`config.mk`:
```
export PLATFORM = sky130hd
export DESIGN_NAME = acp_burst_writer_flat
export DESIGN_NICKNAME = d
export VERILOG_FILES = /design/src/rtl/acp_pkg.sv /design/src/rtl/acp_burst_writer_if.sv /design/src/rtl/acp_burst_calc.sv /design/src/rtl/acp_burst_writer.sv /design/src/flat_wrapper.sv
export SDC_FILE = /design/constraint.sdc
export NUM_CORES = 1
export LEC_CHECK = 0
export ABC_AREA = 1
export CAP_MARGIN = 20
export CELL_PAD_IN_SITES_DETAIL_PLACEMENT = 1
export CELL_PAD_IN_SITES_GLOBAL_PLACEMENT = 1
export CORE_MARGIN = 10
export CORE_UTILIZATION = 30
export DETAILED_ROUTE_END_ITERATION = 7
export PLACE_DENSITY_LB_ADDON = 0.1
export SLEW_MARGIN = 15
export SYNTH_ARGS = -nofsm -noshare
export SYNTH_HDL_FRONTEND = slang
export SYNTH_HIERARCHICAL = 1
export SYNTH_SLANG_ARGS = --single-unit
export TNS_END_PERCENT = 10
```
`constraint.sdc`:
```
create_clock -name clk -period 4.6 [get_ports clk]
set_clock_uncertainty 0.2 [all_clocks]
set_input_delay 0.92 -clock clk [delete_from_list [all_inputs] [get_ports clk]]
set_output_delay 0.92 -clock clk [all_outputs]
set_load 0.05 [all_outputs]
```
`src/rtl/acp_pkg.sv`:
```
// Shared constants and FSM state type for the ACP burst writer.
package acp_pkg;

    localparam logic [2:0] AXI_SIZE_64B   = 3'b011;
    localparam logic [1:0] AXI_BURST_INCR = 2'b01;
    localparam logic [1:0] AXI_RESP_OKAY  = 2'b00;
    localparam logic [2:0] AXI_PROT_NONE  = 3'b000;
    localparam logic [7:0] AXI_STRB_FULL  = 8'hFF;

    localparam logic [3:0] ACP_CACHE_COHERENT = 4'b1111;
    localparam logic [3:0] ACP_CACHE_NONCOH   = 4'b0011;
    localparam logic [4:0] ACP_USER_COHERENT  = 5'b00001;
    localparam logic [4:0] ACP_USER_NONCOH    = 5'b00000;

    typedef enum logic [1:0] {
        ST_IDLE,
        ST_ADDR,
        ST_DATA,
        ST_RESP
    } state_t;

endpackage

```
`src/rtl/acp_burst_writer_if.sv`:
```
// AXI3 write-channel bundle (AW/W/B) between the burst writer and the ACP port.
interface acp_burst_writer_if;

    logic [31:0] M_AXI_AWADDR;
    logic [7:0]  M_AXI_AWLEN;
    logic [2:0]  M_AXI_AWSIZE;
    logic [1:0]  M_AXI_AWBURST;
    logic [3:0]  M_AXI_AWCACHE;
    logic [4:0]  M_AXI_AWUSER;
    logic [2:0]  M_AXI_AWPROT;
    logic        M_AXI_AWVALID;
    logic        M_AXI_AWREADY;
    logic [63:0] M_AXI_WDATA;
    logic [7:0]  M_AXI_WSTRB;
    logic        M_AXI_WLAST;
    logic        M_AXI_WVALID;
    logic        M_AXI_WREADY;
    logic [1:0]  M_AXI_BRESP;
    logic        M_AXI_BVALID;
    logic        M_AXI_BREADY;

    modport master (
        output M_AXI_AWADDR, M_AXI_AWLEN, M_AXI_AWSIZE, M_AXI_AWBURST,
               M_AXI_AWCACHE, M_AXI_AWUSER, M_AXI_AWPROT, M_AXI_AWVALID,
               M_AXI_WDATA, M_AXI_WSTRB, M_AXI_WLAST, M_AXI_WVALID,
               M_AXI_BREADY,
        input  M_AXI_AWREADY, M_AXI_WREADY, M_AXI_BRESP, M_AXI_BVALID
    );

    modport slave (
        input  M_AXI_AWADDR, M_AXI_AWLEN, M_AXI_AWSIZE, M_AXI_AWBURST,
               M_AXI_AWCACHE, M_AXI_AWUSER, M_AXI_AWPROT, M_AXI_AWVALID,
               M_AXI_WDATA, M_AXI_WSTRB, M_AXI_WLAST, M_AXI_WVALID,
               M_AXI_BREADY,
        output M_AXI_AWREADY, M_AXI_WREADY, M_AXI_BRESP, M_AXI_BVALID
    );

endinterface

```
`src/rtl/acp_burst_calc.sv`:
```
// Burst sizing: min(remaining beats, BURST_LEN, beats left before the next 4 KB boundary).
module acp_burst_calc #(
    parameter int BURST_LEN = 16,
    parameter int LEN_W     = 16
) (
    input  logic [8:0]       addr_beat,
    input  logic [LEN_W-1:0] remaining,
    output logic [4:0]       burst
);

    localparam int CW = (LEN_W > 10) ? LEN_W : 10;

    logic [9:0]    room;
    logic [CW-1:0] cap;
    logic [CW-1:0] rem_w;

    // addr_beat is addr[11:3], so 512 minus it is the beat distance to the 4 KB page end
    always_comb begin
        room  = 10'd512 - {1'b0, addr_beat};
        cap   = (room < 10'(BURST_LEN)) ? CW'(room) : CW'(BURST_LEN);
        rem_w = CW'(remaining);
        burst = (rem_w < cap) ? 5'(rem_w) : 5'(cap);
    end

endmodule

```
`src/rtl/acp_burst_writer.sv`:
```
// Write-DMA stage: splits one command into 4 KB-safe AXI3 INCR bursts toward the ACP port.
// Build option ACP_COHERENT_EN selects coherent AWCACHE/AWUSER attributes.
//
// state | meaning
// IDLE  | waiting for a command, cmd_ready high unless done is pulsing
// ADDR  | first cycle registers burst size, then AWVALID held until AWREADY
// DATA  | stream beats pass through to W, beat down-counter drives WLAST
// RESP  | BREADY high, wait for B, advance address/remaining
module acp_burst_writer
    import acp_pkg::*;
#(
    parameter int BURST_LEN = 16,
    parameter int LEN_W     = 16
) (
    input  logic                clk,
    input  logic                rst_n,
    input  logic [31:0]         cmd_addr,
    input  logic [LEN_W-1:0]    cmd_len,
    input  logic                cmd_valid,
    output logic                cmd_ready,
    input  logic [63:0]         s_tdata,
    input  logic                s_tvalid,
    output logic                s_tready,
    acp_burst_writer_if.master  m_axi,
    output logic                busy,
    output logic                done,
    output logic                err
);

    state_t           state_q, state_d;
    logic [31:0]      addr_q;
    logic [LEN_W-1:0] rem_q;
    logic [4:0]       burst_q;
    logic [4:0]       beat_q;
    logic [4:0]       burst_calc;
    logic             awvalid_q;
    logic             done_q;
    logic             err_q;
    logic             w_valid;
    logic             b_ready;
    logic             accept;
    logic             w_fire;
    logic             b_fire;
    logic             last_burst;

    acp_burst_calc #(
        .BURST_LEN (BURST_LEN),
        .LEN_W     (LEN_W)
    ) u_calc (
        .addr_beat (addr_q[11:3]),
        .remaining (rem_q),
        .burst     (burst_calc)
    );

    assign accept     = cmd_valid && cmd_ready;
    assign w_fire     = w_valid && m_axi.M_AXI_WREADY;
    assign b_fire     = b_ready && m_axi.M_AXI_BVALID;
    assign last_burst = (rem_q == LEN_W'(burst_q));

    always_comb begin
        state_d   = state_q;
        cmd_ready = 1'b0;
        s_tready  = 1'b0;
        w_valid   = 1'b0;
        b_ready   = 1'b0;
        case (state_q)
            ST_IDLE: begin
                // no new command in the done cycle, so commands never overlap
                cmd_ready = !done_q;
                if (cmd_valid && !done_q && cmd_len != '0) state_d = ST_ADDR;
            end
            ST_ADDR: begin
                if (awvalid_q && m_axi.M_AXI_AWREADY) state_d = ST_DATA;
            end
            ST_DATA: begin
                w_valid  = s_tvalid;
                s_tready = m_axi.M_AXI_WREADY;
                if (s_tvalid && m_axi.M_AXI_WREADY && beat_q == 5'd1) state_d = ST_RESP;
            end
            ST_RESP: begin
                b_ready = 1'b1;
                if (m_axi.M_AXI_BVALID) state_d = last_burst ? ST_IDLE : ST_ADDR;
            end
            default: state_d = ST_IDLE;
        endcase
    end

    always_ff @(posedge clk) begin
        if (!rst_n) begin
            state_q   <= ST_IDLE;
            addr_q    <= '0;
            rem_q     <= '0;
            burst_q   <= '0;
            beat_q    <= '0;
            awvalid_q <= 1'b0;
            done_q    <= 1'b0;
            err_q     <= 1'b0;
        end else begin
            state_q <= state_d;
            done_q  <= 1'b0;
            if (accept) begin
                addr_q <= cmd_addr & ~32'h7;
                rem_q  <= cmd_len;
                err_q  <= 1'b0;
                done_q <= (cmd_len == '0);
            end
            if (state_q == ST_ADDR) begin
                if (!awvalid_q) begin
                    burst_q   <= burst_calc;
                    beat_q    <= burst_calc;
                    awvalid_q <= 1'b1;
                end else if (m_axi.M_AXI_AWREADY) begin
                    awvalid_q <= 1'b0;
                end
            end
            if (w_fire) beat_q <= beat_q - 5'd1;
            if (b_fire) begin
                err_q  <= err_q | (m_axi.M_AXI_BRESP != AXI_RESP_OKAY);
                addr_q <= addr_q + 32'({burst_q, 3'b000});
                rem_q  <= rem_q - LEN_W'(burst_q);
                done_q <= last_burst;
            end
        end
    end

    assign m_axi.M_AXI_AWADDR  = addr_q;
    assign m_axi.M_AXI_AWLEN   = 8'(burst_q) - 8'd1;
    assign m_axi.M_AXI_AWSIZE  = AXI_SIZE_64B;
    assign m_axi.M_AXI_AWBURST = AXI_BURST_INCR;
    assign m_axi.M_AXI_AWPROT  = AXI_PROT_NONE;
    assign m_axi.M_AXI_AWVALID = awvalid_q;
`ifdef ACP_COHERENT_EN
    assign m_axi.M_AXI_AWCACHE = ACP_CACHE_COHERENT;
    assign m_axi.M_AXI_AWUSER  = ACP_USER_COHERENT;
`else
    assign m_axi.M_AXI_AWCACHE = ACP_CACHE_NONCOH;
    assign m_axi.M_AXI_AWUSER  = ACP_USER_NONCOH;
`endif
    assign m_axi.M_AXI_WDATA   = s_tdata;
    assign m_axi.M_AXI_WSTRB   = AXI_STRB_FULL;
    assign m_axi.M_AXI_WLAST   = (beat_q == 5'd1);
    assign m_axi.M_AXI_WVALID  = w_valid;
    assign m_axi.M_AXI_BREADY  = b_ready;

    assign busy = (state_q != ST_IDLE);
    assign done = done_q;
    assign err  = err_q;

endmodule
```
`src/flat_wrapper.sv`:
```
// flat-port wrapper written by rule: the top's interface ports become plain ports
module acp_burst_writer_flat import acp_pkg::*;
#(
    parameter int BURST_LEN = 16,
    parameter int LEN_W     = 16
)
  (clk, rst_n, cmd_addr, cmd_len, cmd_valid, cmd_ready, s_tdata, s_tvalid, s_tready, busy, done, err, m_axi_M_AXI_AWADDR, m_axi_M_AXI_AWLEN, m_axi_M_AXI_AWSIZE, m_axi_M_AXI_AWBURST, m_axi_M_AXI_AWCACHE, m_axi_M_AXI_AWUSER, m_axi_M_AXI_AWPROT, m_axi_M_AXI_AWVALID, m_axi_M_AXI_WDATA, m_axi_M_AXI_WSTRB, m_axi_M_AXI_WLAST, m_axi_M_AXI_WVALID, m_axi_M_AXI_BREADY, m_axi_M_AXI_AWREADY, m_axi_M_AXI_WREADY, m_axi_M_AXI_BRESP, m_axi_M_AXI_BVALID);
  acp_burst_writer_if m_axi_i ();
  input  logic clk;
  input  logic rst_n;
  input  logic [31:0] cmd_addr;
  input  logic [LEN_W-1:0] cmd_len;
  input  logic cmd_valid;
  output logic cmd_ready;
  input  logic [63:0] s_tdata;
  input  logic s_tvalid;
  output logic s_tready;
  output logic busy;
  output logic done;
  output logic err;
  output wire logic [$bits(m_axi_i.M_AXI_AWADDR)-1:0] m_axi_M_AXI_AWADDR;
  output wire logic [$bits(m_axi_i.M_AXI_AWLEN)-1:0] m_axi_M_AXI_AWLEN;
  output wire logic [$bits(m_axi_i.M_AXI_AWSIZE)-1:0] m_axi_M_AXI_AWSIZE;
  output wire logic [$bits(m_axi_i.M_AXI_AWBURST)-1:0] m_axi_M_AXI_AWBURST;
  output wire logic [$bits(m_axi_i.M_AXI_AWCACHE)-1:0] m_axi_M_AXI_AWCACHE;
  output wire logic [$bits(m_axi_i.M_AXI_AWUSER)-1:0] m_axi_M_AXI_AWUSER;
  output wire logic [$bits(m_axi_i.M_AXI_AWPROT)-1:0] m_axi_M_AXI_AWPROT;
  output wire logic [$bits(m_axi_i.M_AXI_AWVALID)-1:0] m_axi_M_AXI_AWVALID;
  output wire logic [$bits(m_axi_i.M_AXI_WDATA)-1:0] m_axi_M_AXI_WDATA;
  output wire logic [$bits(m_axi_i.M_AXI_WSTRB)-1:0] m_axi_M_AXI_WSTRB;
  output wire logic [$bits(m_axi_i.M_AXI_WLAST)-1:0] m_axi_M_AXI_WLAST;
  output wire logic [$bits(m_axi_i.M_AXI_WVALID)-1:0] m_axi_M_AXI_WVALID;
  output wire logic [$bits(m_axi_i.M_AXI_BREADY)-1:0] m_axi_M_AXI_BREADY;
  input wire logic [$bits(m_axi_i.M_AXI_AWREADY)-1:0] m_axi_M_AXI_AWREADY;
  input wire logic [$bits(m_axi_i.M_AXI_WREADY)-1:0] m_axi_M_AXI_WREADY;
  input wire logic [$bits(m_axi_i.M_AXI_BRESP)-1:0] m_axi_M_AXI_BRESP;
  input wire logic [$bits(m_axi_i.M_AXI_BVALID)-1:0] m_axi_M_AXI_BVALID;
  assign m_axi_M_AXI_AWADDR = m_axi_i.M_AXI_AWADDR;
  assign m_axi_M_AXI_AWLEN = m_axi_i.M_AXI_AWLEN;
  assign m_axi_M_AXI_AWSIZE = m_axi_i.M_AXI_AWSIZE;
  assign m_axi_M_AXI_AWBURST = m_axi_i.M_AXI_AWBURST;
  assign m_axi_M_AXI_AWCACHE = m_axi_i.M_AXI_AWCACHE;
  assign m_axi_M_AXI_AWUSER = m_axi_i.M_AXI_AWUSER;
  assign m_axi_M_AXI_AWPROT = m_axi_i.M_AXI_AWPROT;
  assign m_axi_M_AXI_AWVALID = m_axi_i.M_AXI_AWVALID;
  assign m_axi_M_AXI_WDATA = m_axi_i.M_AXI_WDATA;
  assign m_axi_M_AXI_WSTRB = m_axi_i.M_AXI_WSTRB;
  assign m_axi_M_AXI_WLAST = m_axi_i.M_AXI_WLAST;
  assign m_axi_M_AXI_WVALID = m_axi_i.M_AXI_WVALID;
  assign m_axi_M_AXI_BREADY = m_axi_i.M_AXI_BREADY;
  assign m_axi_i.M_AXI_AWREADY = m_axi_M_AXI_AWREADY;
  assign m_axi_i.M_AXI_WREADY = m_axi_M_AXI_WREADY;
  assign m_axi_i.M_AXI_BRESP = m_axi_M_AXI_BRESP;
  assign m_axi_i.M_AXI_BVALID = m_axi_M_AXI_BVALID;
  acp_burst_writer #(.BURST_LEN(BURST_LEN), .LEN_W(LEN_W)) u_core (.clk(clk), .rst_n(rst_n), .cmd_addr(cmd_addr), .cmd_len(cmd_len), .cmd_valid(cmd_valid), .cmd_ready(cmd_ready), .s_tdata(s_tdata), .s_tvalid(s_tvalid), .s_tready(s_tready), .m_axi(m_axi_i), .busy(busy), .done(done), .err(err));
endmodule
```
==> run summary <==
Row count - 50
Tcrit/Tclk final - 0.767
I/O Buffers - 99
Synth Warn # - 6
Reg clk slew, reported paths - 0.06 ns
Place WS - 1.11 ns
Starting Density - 0.304
Setup violators final - 0
Largest area contributor in the netlist - dfxtp_1
WL per Instance - 16.5 um
Core Area - 18,700 um^2
CP Data Required Time - 3.48 ns
Slowest stage delay, CP - 0.90 ns
Final Hold Vio Count - 0
Clock latency on the worst-skew pair - 0.35 ns
Cells after Synth - 928
Die W - 158 um
Avg Inst Size Synth - 6.14 um^2
Initial antenna violation count - 0
Longest Clk Path Bufs - 2
Fmax - 284 MHz
Max Cap Viol - 0
Num CTS Buffers - 9
Die Height - 158 um
DIE AREA - 24,900 um^2
Status - finished, final reports clean
DRT Wirelength - 19,800 um
Synth cell types - 41
Power per cell area - 496 nW/um^2
Final ANT Viol Nets - 0
Grt ovf - 0
Commonest cells after routing, fill and taps aside - 258 x nand2_1, 122 x inv_1, 99 x clkdlybuf4s50_1
Routed vias/inst - 4.74
Nets - 1,112
Setup ws final - 1.07 ns
CP max FO - 5
Hold WC Path Type - flip-flop to flip-flop
CTS Hold Buffers Added - 0
Yosys reg bits - 60
Met2 Use GR - 0.273
Hpwl dp - 15,600 um
Vias - 5,691
Setup crit start kind - flip-flop
Post-route cell area - 6690 um^2
Critical Path AT - 2.41 ns
GPL Wtd Cong - 0.798
Post-Syn Area - 5690 um^2
Met3 usage - 0.0364
Clk root buf - clkbuf_16
Max Slew Vio Count - 0
Crit path cell chain - inv_1 > nand3_1 > nor3_1 > clkdlybuf4s50_1
Largest net degree at the start of global routing - 33
Clk sinks - 60
# diodes - 0
RSZ-0062 raised after global routing - no
Vias in the first global route - 5,931
Yosys top cell area share - 0.211
Kind of critical path - flip-flop to output port
Setup TNS - 0 ns
Synth area leaders - dfxtp_1 21%, nand2_1 17%, buf_4 13%
M1 GR Usage - 0.201
CTS tree - built
Final min period - 3.53 ns
Actual slew at the worst max-slew pin - 0.896 ns
Leak pwr - 2.95 nW
DR iter-0 viols - 233
Max-slew headroom - 0.402
Seq/Total Area, Yosys - 0.211
First-pass GRT wire length - 31,600 um
Layout cells sized above 1 - 0.0642
Critical path endpoint category - output port
Remaining DRCs - 0
Drt first pass iters - 4
Max H-tree Level - 3
Area Overhead vs Synth - 17.5%
Postcts setup bufs - 0
Peak supply drop - 0.203 mV
Most used routing layer - met2
Post-DP Area - 6340 um^2
Most common cell after layout, fill and taps aside - nand2_1
All-Layer GR Usage - 0.161
Slowest cell on crit path - clkdlybuf4s50_1
I/O pin cnt - 259
Post-CTS sizing - 0
## area by class of cell
cell class,instances,area (um^2)
Sequential cell,60,1200
Clock inverter,4,95.1
Timing Repair Buffer,107,1050
Clock buffer,12,256
Multi-Input combinational cell,658,3330
Tap cell,234,293
Fill cell,2448,12000
Inverter,125,469
## cells by family after synthesis
| logic type | Yosys count | share of synthesized area |
|---|---|---|
| adder cells (fa/ha/maj) | 30 | 0.0686 |
| other | 3 | 0.00198 |
| flip-flops | 60 | 0.211 |
| XOR/XNOR | 9 | 0.0138 |
| AND/OR/NAND/NOR | 475 | 0.366 |
| buffers and inverters | 240 | 0.225 |
| AO/OA/AOI/OAI | 111 | 0.114 |
## synthesized netlist by cell type, drive strengths merged
| master | instances |
|---|---|
| nand2 | 271 |
| and2 | 2 |
| or2 | 6 |
| a31oi | 18 |
| nor2 | 77 |
| nand4 | 15 |
| o211ai | 1 |
| a2111oi | 1 |
| nand3 | 98 |
| buf | 105 |
| nand3b | 2 |
| xor2 | 5 |
| a311oi | 1 |
| dfxtp | 60 |
| inv | 125 |
| o22ai | 2 |
| a21oi | 48 |
| clkbuf | 10 |
| o21ai | 34 |
| a211oi | 3 |
| conb | 3 |
| a22o | 3 |
| fa | 2 |
| nor3 | 4 |
| xnor2 | 4 |
| ha | 28 |
## through the flow
stage / util / hold slack (ns) / instances / total power [W]
after floorplan: - / 0.262 / 958 / 0.00214
after global placement: 0.339 / 0.254 / 1184 / 0.00250
after detailed placement: 0.339 / 0.272 / 1184 / 0.00252
after CTS: 0.358 / 0.280 / 1200 / 0.00336
after global routing: 0.358 / 0.321 / 1200 / 0.00357
final: 0.358 / 0.272 / 1200 / 0.00332
## registers in the layout, summed over array words and instances, names as in the netlist
| register | count |
|---|---|
| u_core/rem_q | 16 |
| u_core/m_axi.M_AXI_AWADDR | 29 |
| u_core/err | 1 |
| u_core/m_axi.M_AXI_AWVALID | 1 |
| u_core/state_q | 2 |
| u_core/done | 1 |
| u_core/beat_q | 5 |
| u_core/burst_q | 5 |
## critical path: cells and delay by family, from the launching register on
kind | cells | cell delay [ns]
AND/OR/NAND/NOR | 2 | 0.58
flip-flops | 1 | 0.34
buffers and inverters | 2 | 1.14
## per-layer routing
layer,up-vias,share of wire
li1,2900,-
met1,2673,0.47
met4,0,0.0063
met5,-,0
met3,10,0.050
met2,108,0.47
## where the power goes
group          internal [W]  total (W)  switching, W
Clock              0.000558   0.000831      0.000272
Combinational      0.000549    0.00171       0.00116
Sequential         0.000625   0.000784      0.000158
## worst paths after layout
kind / from / to / slack [ns] / cells after the start
hold reg to reg: u_core/err / u_core/err / 0.27 / 2
hold / removal: u_core/err / u_core/err / 0.27 / 2
setup / recovery: u_core/burst_q[1] / m_axi_M_AXI_AWLEN[6] / 1.07 / 4
setup reg to reg: u_core/m_axi.M_AXI_AWADDR[3] / u_core/beat_q[4] / 1.57 / 21
(Power assumes the default switching activity.)
